File: src/rtl/multicycle_control_unit.sv
// Moore control FSM for a multicycle MIPS-subset datapath: sequences fetch,
// decode, memory, ALU, branch and jump steps and traps on unsupported encodings.
module multicycle_control_unit #(
  parameter int MEM_LATENCY = 0,
  parameter int ALU_CTRL_W  = 6
) (
  input  logic                  clk,
  input  logic                  rst_n,
  input  logic [5:0]            opcode,
  input  logic [5:0]            funct,
  output logic [ALU_CTRL_W-1:0] alu_ctrl,
  output logic                  pc_write,
  output logic                  pc_write_cond,
  output logic                  iord,
  output logic                  mem_read,
  output logic                  mem_write,
  output logic                  ir_write,
  output logic                  mem_to_reg,
  output logic                  reg_dst,
  output logic                  reg_write,
  output logic                  alu_src_a,
  output logic                  imm_zext,
  output logic                  instr_done,
  output logic                  illegal,
  output logic [1:0]            alu_src_b,
  output logic [1:0]            pc_src,
  output logic [3:0]            state
);

  typedef enum logic [3:0] {
    IDLE, FETCH, DECODE, MEMADR, MEMRD, MEMWB, MEMWR,
    EXEC, ALUWB, IEXEC, IWB, BRANCH, JUMP, TRAP
  } state_e;

  localparam logic [3:0] LAST_WAIT = 4'(MEM_LATENCY);

  localparam logic [5:0] OP_RTYPE = 6'h00;
  localparam logic [5:0] OP_LW    = 6'h23;
  localparam logic [5:0] OP_SW    = 6'h2B;
  localparam logic [5:0] OP_ADDI  = 6'h08;
  localparam logic [5:0] OP_ANDI  = 6'h0C;
  localparam logic [5:0] OP_ORI   = 6'h0D;
  localparam logic [5:0] OP_BEQ   = 6'h04;
  localparam logic [5:0] OP_J     = 6'h02;

  localparam logic [5:0] ALU_ADD = 6'h20;
  localparam logic [5:0] ALU_SUB = 6'h22;
  localparam logic [5:0] ALU_AND = 6'h24;
  localparam logic [5:0] ALU_OR  = 6'h25;
  localparam logic [5:0] ALU_XOR = 6'h26;
  localparam logic [5:0] ALU_NOR = 6'h27;
  localparam logic [5:0] ALU_SLT = 6'h2A;

  function automatic logic funct_valid(input logic [5:0] f);
    return f inside {ALU_ADD, ALU_SUB, ALU_AND, ALU_OR, ALU_XOR, ALU_NOR, ALU_SLT};
  endfunction

  state_e     state_q, state_d;
  logic [3:0] wait_q, wait_d;
  logic       start_q, start_d;
  logic [5:0] alu_op_q, alu_op_d;
  logic       zext_q, zext_d;
  logic       mem_last;
  logic [5:0] alu_op;

  assign mem_last = (wait_q == LAST_WAIT);

  // ALU operation and zero-extend flag are captured at decode so that the
  // execute and write-back outputs never depend combinationally on the IR.
  always_comb begin
    // NOTE: every variable gets a default first so no path leaves it unassigned (no latches).
    state_d  = state_q;
    wait_d   = '0;
    start_d  = 1'b1;
    alu_op_d = alu_op_q;
    zext_d   = zext_q;
    unique case (state_q)
      IDLE:   if (start_q) state_d = FETCH;
      FETCH:  if (mem_last) state_d = DECODE;
              else wait_d = wait_q + 4'd1;
      DECODE: begin
        unique case (opcode)
          OP_RTYPE: begin state_d = EXEC;  alu_op_d = funct;   zext_d = 1'b0; end
          OP_LW,
          OP_SW:    state_d = MEMADR;
          OP_ADDI:  begin state_d = IEXEC; alu_op_d = ALU_ADD; zext_d = 1'b0; end
          OP_ANDI:  begin state_d = IEXEC; alu_op_d = ALU_AND; zext_d = 1'b1; end
          OP_ORI:   begin state_d = IEXEC; alu_op_d = ALU_OR;  zext_d = 1'b1; end
          OP_BEQ:   state_d = BRANCH;
          OP_J:     state_d = JUMP;
          default:  state_d = TRAP;
        endcase
      end
      MEMADR: state_d = (opcode == OP_SW) ? MEMWR : MEMRD;
      MEMRD:  if (mem_last) state_d = MEMWB;
              else wait_d = wait_q + 4'd1;
      MEMWR:  if (mem_last) state_d = FETCH;
              else wait_d = wait_q + 4'd1;
      EXEC:   state_d = funct_valid(funct) ? ALUWB : TRAP;
      IEXEC:  state_d = IWB;
      MEMWB, ALUWB, IWB, BRANCH, JUMP: state_d = FETCH;
      TRAP:   state_d = TRAP;
      default: state_d = IDLE;
    endcase
  end

  // start_q delays the first fetch by one cycle after reset release.
  always_ff @(posedge clk or negedge rst_n) begin
    // NOTE: state registers use non-blocking assignments so all flops update together.
    if (!rst_n) begin
      state_q  <= IDLE;
      wait_q   <= '0;
      start_q  <= 1'b0;
      alu_op_q <= '0;
      zext_q   <= 1'b0;
    end else begin
      state_q  <= state_d;
      wait_q   <= wait_d;
      start_q  <= start_d;
      alu_op_q <= alu_op_d;
      zext_q   <= zext_d;
    end
  end

  always_comb begin
    pc_write      = 1'b0;
    pc_write_cond = 1'b0;
    iord          = 1'b0;
    mem_read      = 1'b0;
    mem_write     = 1'b0;
    ir_write      = 1'b0;
    mem_to_reg    = 1'b0;
    reg_dst       = 1'b0;
    reg_write     = 1'b0;
    alu_src_a     = 1'b0;
    imm_zext      = 1'b0;
    instr_done    = 1'b0;
    illegal       = 1'b0;
    alu_src_b     = 2'b00;
    pc_src        = 2'b00;
    alu_op        = '0;
    unique case (state_q)
      FETCH: begin
        mem_read  = 1'b1;
        alu_src_b = 2'b01;
        alu_op    = ALU_ADD;
        ir_write  = mem_last;
        pc_write  = mem_last;
      end
      DECODE: begin alu_src_b = 2'b11; alu_op = ALU_ADD; end
      MEMADR: begin alu_src_a = 1'b1; alu_src_b = 2'b10; alu_op = ALU_ADD; end
      MEMRD:  begin iord = 1'b1; mem_read = 1'b1; end
      MEMWB:  begin reg_write = 1'b1; mem_to_reg = 1'b1; instr_done = 1'b1; end
      MEMWR:  begin iord = 1'b1; mem_write = 1'b1; instr_done = mem_last; end
      EXEC:   begin alu_src_a = 1'b1; alu_op = alu_op_q; end
      ALUWB:  begin reg_write = 1'b1; reg_dst = 1'b1; instr_done = 1'b1; end
      IEXEC: begin
        alu_src_a = 1'b1;
        alu_src_b = 2'b10;
        alu_op    = alu_op_q;
        imm_zext  = zext_q;
      end
      IWB:    begin reg_write = 1'b1; imm_zext = zext_q; instr_done = 1'b1; end
      BRANCH: begin
        alu_src_a     = 1'b1;
        alu_op        = ALU_SUB;
        pc_write_cond = 1'b1;
        pc_src        = 2'b01;
        instr_done    = 1'b1;
      end
      JUMP:   begin pc_write = 1'b1; pc_src = 2'b10; instr_done = 1'b1; end
      TRAP:   illegal = 1'b1;
      default: ;
    endcase
  end

  assign alu_ctrl = ALU_CTRL_W'(alu_op);
  assign state    = state_q;

endmodule

File: config.mk
export PLATFORM = sky130hd
export DESIGN_NAME = multicycle_control_unit
export DESIGN_NICKNAME = d
export VERILOG_FILES = /design/src/rtl/multicycle_control_unit.sv
export SDC_FILE = /design/constraint.sdc
export NUM_CORES = 1
export LEC_CHECK = 0
export ABC_CLOCK_PERIOD_IN_PS = 5550
export CORE_MARGIN = 1.5
export CORE_UTILIZATION = 45
export CTS_BUF_LIST = sky130_fd_sc_hd__clkbuf_2 sky130_fd_sc_hd__clkbuf_4 sky130_fd_sc_hd__clkbuf_8
export CTS_CLUSTER_DIAMETER = 150
export CTS_CLUSTER_SIZE = 30
export DETAILED_ROUTE_END_ITERATION = 8
export GPL_ROUTABILITY_DRIVEN = 0
export HOLD_SLACK_MARGIN = 0.05
export PLACE_DENSITY_LB_ADDON = 0.05
export SYNTH_ARGS = -nofsm -noshare
export SYNTH_HDL_FRONTEND = slang
export SYNTH_SLANG_ARGS = --single-unit
File: constraint.sdc
create_clock -name clk -period 5.55 [get_ports clk]
set_input_delay 1.11 -clock clk [delete_from_list [all_inputs] [get_ports clk]]
set_output_delay 1.11 -clock clk [all_outputs]
set_load 0.02 [all_outputs]
==> reports/qor.txt <==
Layout cells sized above 1 = 5.56%
CTS tree = done
Pwr Density = 427 mW/mm^2
CTS Buffer Depth = 2
Pre-CTS WS = 2.32 ns
Worst slew margin = 50.4%
Initial antenna violation count = 0
Worst setup path category = reg -> out
Cell row count = 18
Storage cell area = 400 um^2
Clk_lat worst skew = 0.29 ns
Buf+Inv Stages, Crit Path = 2
Yosys reg bits = 16
Number of synthesis warnings = 0
CP Launch Point = state[2]
Max-cap violations = 0
Endpoints failing setup = 0
Final ANT Viol Nets = 0
Post-Synth XOR/XNOR Area = 2.86%
Crit. End Element = primary output
Gr usage total = 23.0%
Starting DRC count in detailed routing = 17
Via count = 1211
Hold depth = 2
Least-Margin Pin Slew = 0.742 ns
Hold Path Origin = alu_op_q[2]
CTS root buffer = clkbuf_4
PortBufs = 40
Num CTS Buffers = 3
Worst Path Arrival = 2.46 ns
CP Launch Type = register
# IOs = 41
CP cell instances = inv_1 -> and3_1 -> o21a_1 -> a21o_1 -> clkdlybuf4s50_1
Core ar. = 0.00252 mm^2
R2R Path Start = state[1]
Most common cell after layout, fill and taps aside = clkdlybuf4s50_1
Largest family of logic cells by synthesized area = simple AND/OR/NAND/NOR gates
Wire per inst = 14.6 um
Fin worst setup slack = 1.98 ns
Endpoints failing hold = 0
Multi-input logic area = 731 um^2
Maximum clock frequency = 280 MHz
Initial Utilization = 48.6%
Max Clock Skew = 0.00838 ns
Antenna Cells = 0
Die Y = 55.2 um
P&R area growth vs syn = 32.7%
Drt drc = 0
Post-Syn Instances = 147
Setup TNS = 0 ns
Max Slew Vio Count = 0
DRT Wirelength = 3080 um
Die Area = 0.00304 mm^2
Crit path max-delay cell type = dfrtp_1
Worst IR Drop VDD = 0.000389 V
Asr flop ratio synth = 100%
Fill cells = 224
Final period util = 64.4%
Post-synthesis sequential area ratio = 32.7%
Commonest cells after routing, fill and taps aside = clkdlybuf4s50_1 (40), dfrtp_1 (16), nor2_1 (11)
H-tree depth = 1
Worst EP required = 4.44 ns
Leak = 0.653 nW
Nets = 198
Largest net degree at the start of global routing = 26
Worst Hold Path EP = alu_op_q[2]
Crit-path max cell delay = 0.74 ns
Worst R2R End = alu_op_q[1]
Count of flip-flops with a built-in enable after synthesis = 0
Mux contribution to synthesized area = 2.04%
Clock-pin slew on the worst setup and hold paths = 0.10 ns
Synth Flop Type = dfrtp_1
Post-CTS Hold Fix Bufs = 0
First-pass GRT wire length = 5020 um
Synthesized area per cell = 8.33 um^2
Syn nets = 163
Detailed-routing iteration count for the pre-antenna-repair pass = 4
Reg2Reg Depth = 4
Setup Buffers After CTS = 0
Drt via density = 5.77
Total grt overflow = 0
Mapped cell area = 0.00122 mm^2
HP Class = reg -> reg
Worst-path fanout max = 20
Post-Synth Simple-Gate Area = 28.0%
Chip width = 55.2 um
Synth Area in Compound Gates = 24.4%
Gates resized, CTS repair = 0
Flop2flop setup slack = 3.28 ns
CTS Sinks = 16
RSZ-0062 raised after global routing = false
Fin crit period = 3.57 ns
Post-synthesis adder-cell area fraction = 2.04%
Vias in the first global route = 1116
CP delay by family, top = buffers and inverters
Unique cell type count in the Yosys netlist = 42
Dpl hpwl = 2290 um
Status = completed
[kinds of logic after synthesis]
group / after synthesis
and+or+nand+nor: 62
AOI/OAI and AO/OA: 41
buffers and inverters: 19
DFF: 16
xor gates and xnor gates: 4
adders and majority gates: 2
muxes: 2
other: 1
[per-layer routing]
metal  part of all wire, %  up-vias  global-route usage, %  routed length (um)
met3                   3.7        4                   2.96                 114
met1                    46      581                   30.4                1420
li1                      -      597                      -                   -
met5                     0        -                      0                   0
met2                    49       29                   38.9                1500
met4                   1.2        0                   6.91                  36
[flip-flops by register name (all words and copies together) (netlist names)]
name	count
alu_op_q	6
start_q	1
state	4
wait_q	4
zext_q	1
[layout make-up]
class	instances	area share [%]
clock buffers	3	1.39
inverters	9	2.08
well taps	30	2.31
flip-flops and latches	16	24.6
repair buffers	40	24.6
multi-input cells	112	45.0
[report_power, final]
part	leakage (nW)	internal, mW	switching [mW]
registers	0.209	0.144	0.0730
logic	0.430	0.205	0.209
clock network	0.0138	0.0252	0.0381
total	0.653	0.374	0.320
[worst max-delay path by stage]
stage	end	depth (start not counted)	slack, ns
finish	alu_ctrl[1]	5	1.98
global route	alu_ctrl[0]	5	1.78
CTS	alu_ctrl[1]	5	1.98
detailed placement	instr_done	4	2.32
global placement	alu_ctrl[1]	5	2.32
floorplan	imm_zext	4	2.72
[tightest hold or removal path: stages, from the launching register on]
cell     delay [ns]
dfrtp_1        0.35
nand2_1        0.04
o21ai_0        0.06
[per-stage QoR]
step	hold WS, ns	area (um^2)	utilization, %	std cells	total power [mW]
after floorplan	0.442	1220	-	147	0.468
after global placement	0.460	1600	63.5	207	0.629
after detailed placement	0.469	1600	63.5	207	0.635
after CTS	0.494	1630	64.4	210	0.700
after global routing	0.529	1630	64.4	210	0.747
final	0.489	1630	64.4	210	0.694
[synthesized netlist by cell type (3+ instances only)]
master / count / area share, %
nor3_1: 9 / 3.7
and2_1: 4 / 2.0
a22oi_1: 3 / 1.8
xnor2_1: 3 / 2.1
nand3_1: 5 / 2.0
or2_2: 3 / 1.5
nand2b_1: 6 / 3.1
clkbuf_1: 6 / 1.8
a21oi_1: 7 / 2.9
nand2_1: 7 / 2.1
inv_1: 9 / 2.8
or3_1: 5 / 2.6
dfrtp_1: 16 / 33
o21ai_0: 8 / 3.3
nor2_1: 11 / 3.4
and3_1: 3 / 1.5
a22o_1: 4 / 2.9
(Power assumes the default switching activity.)
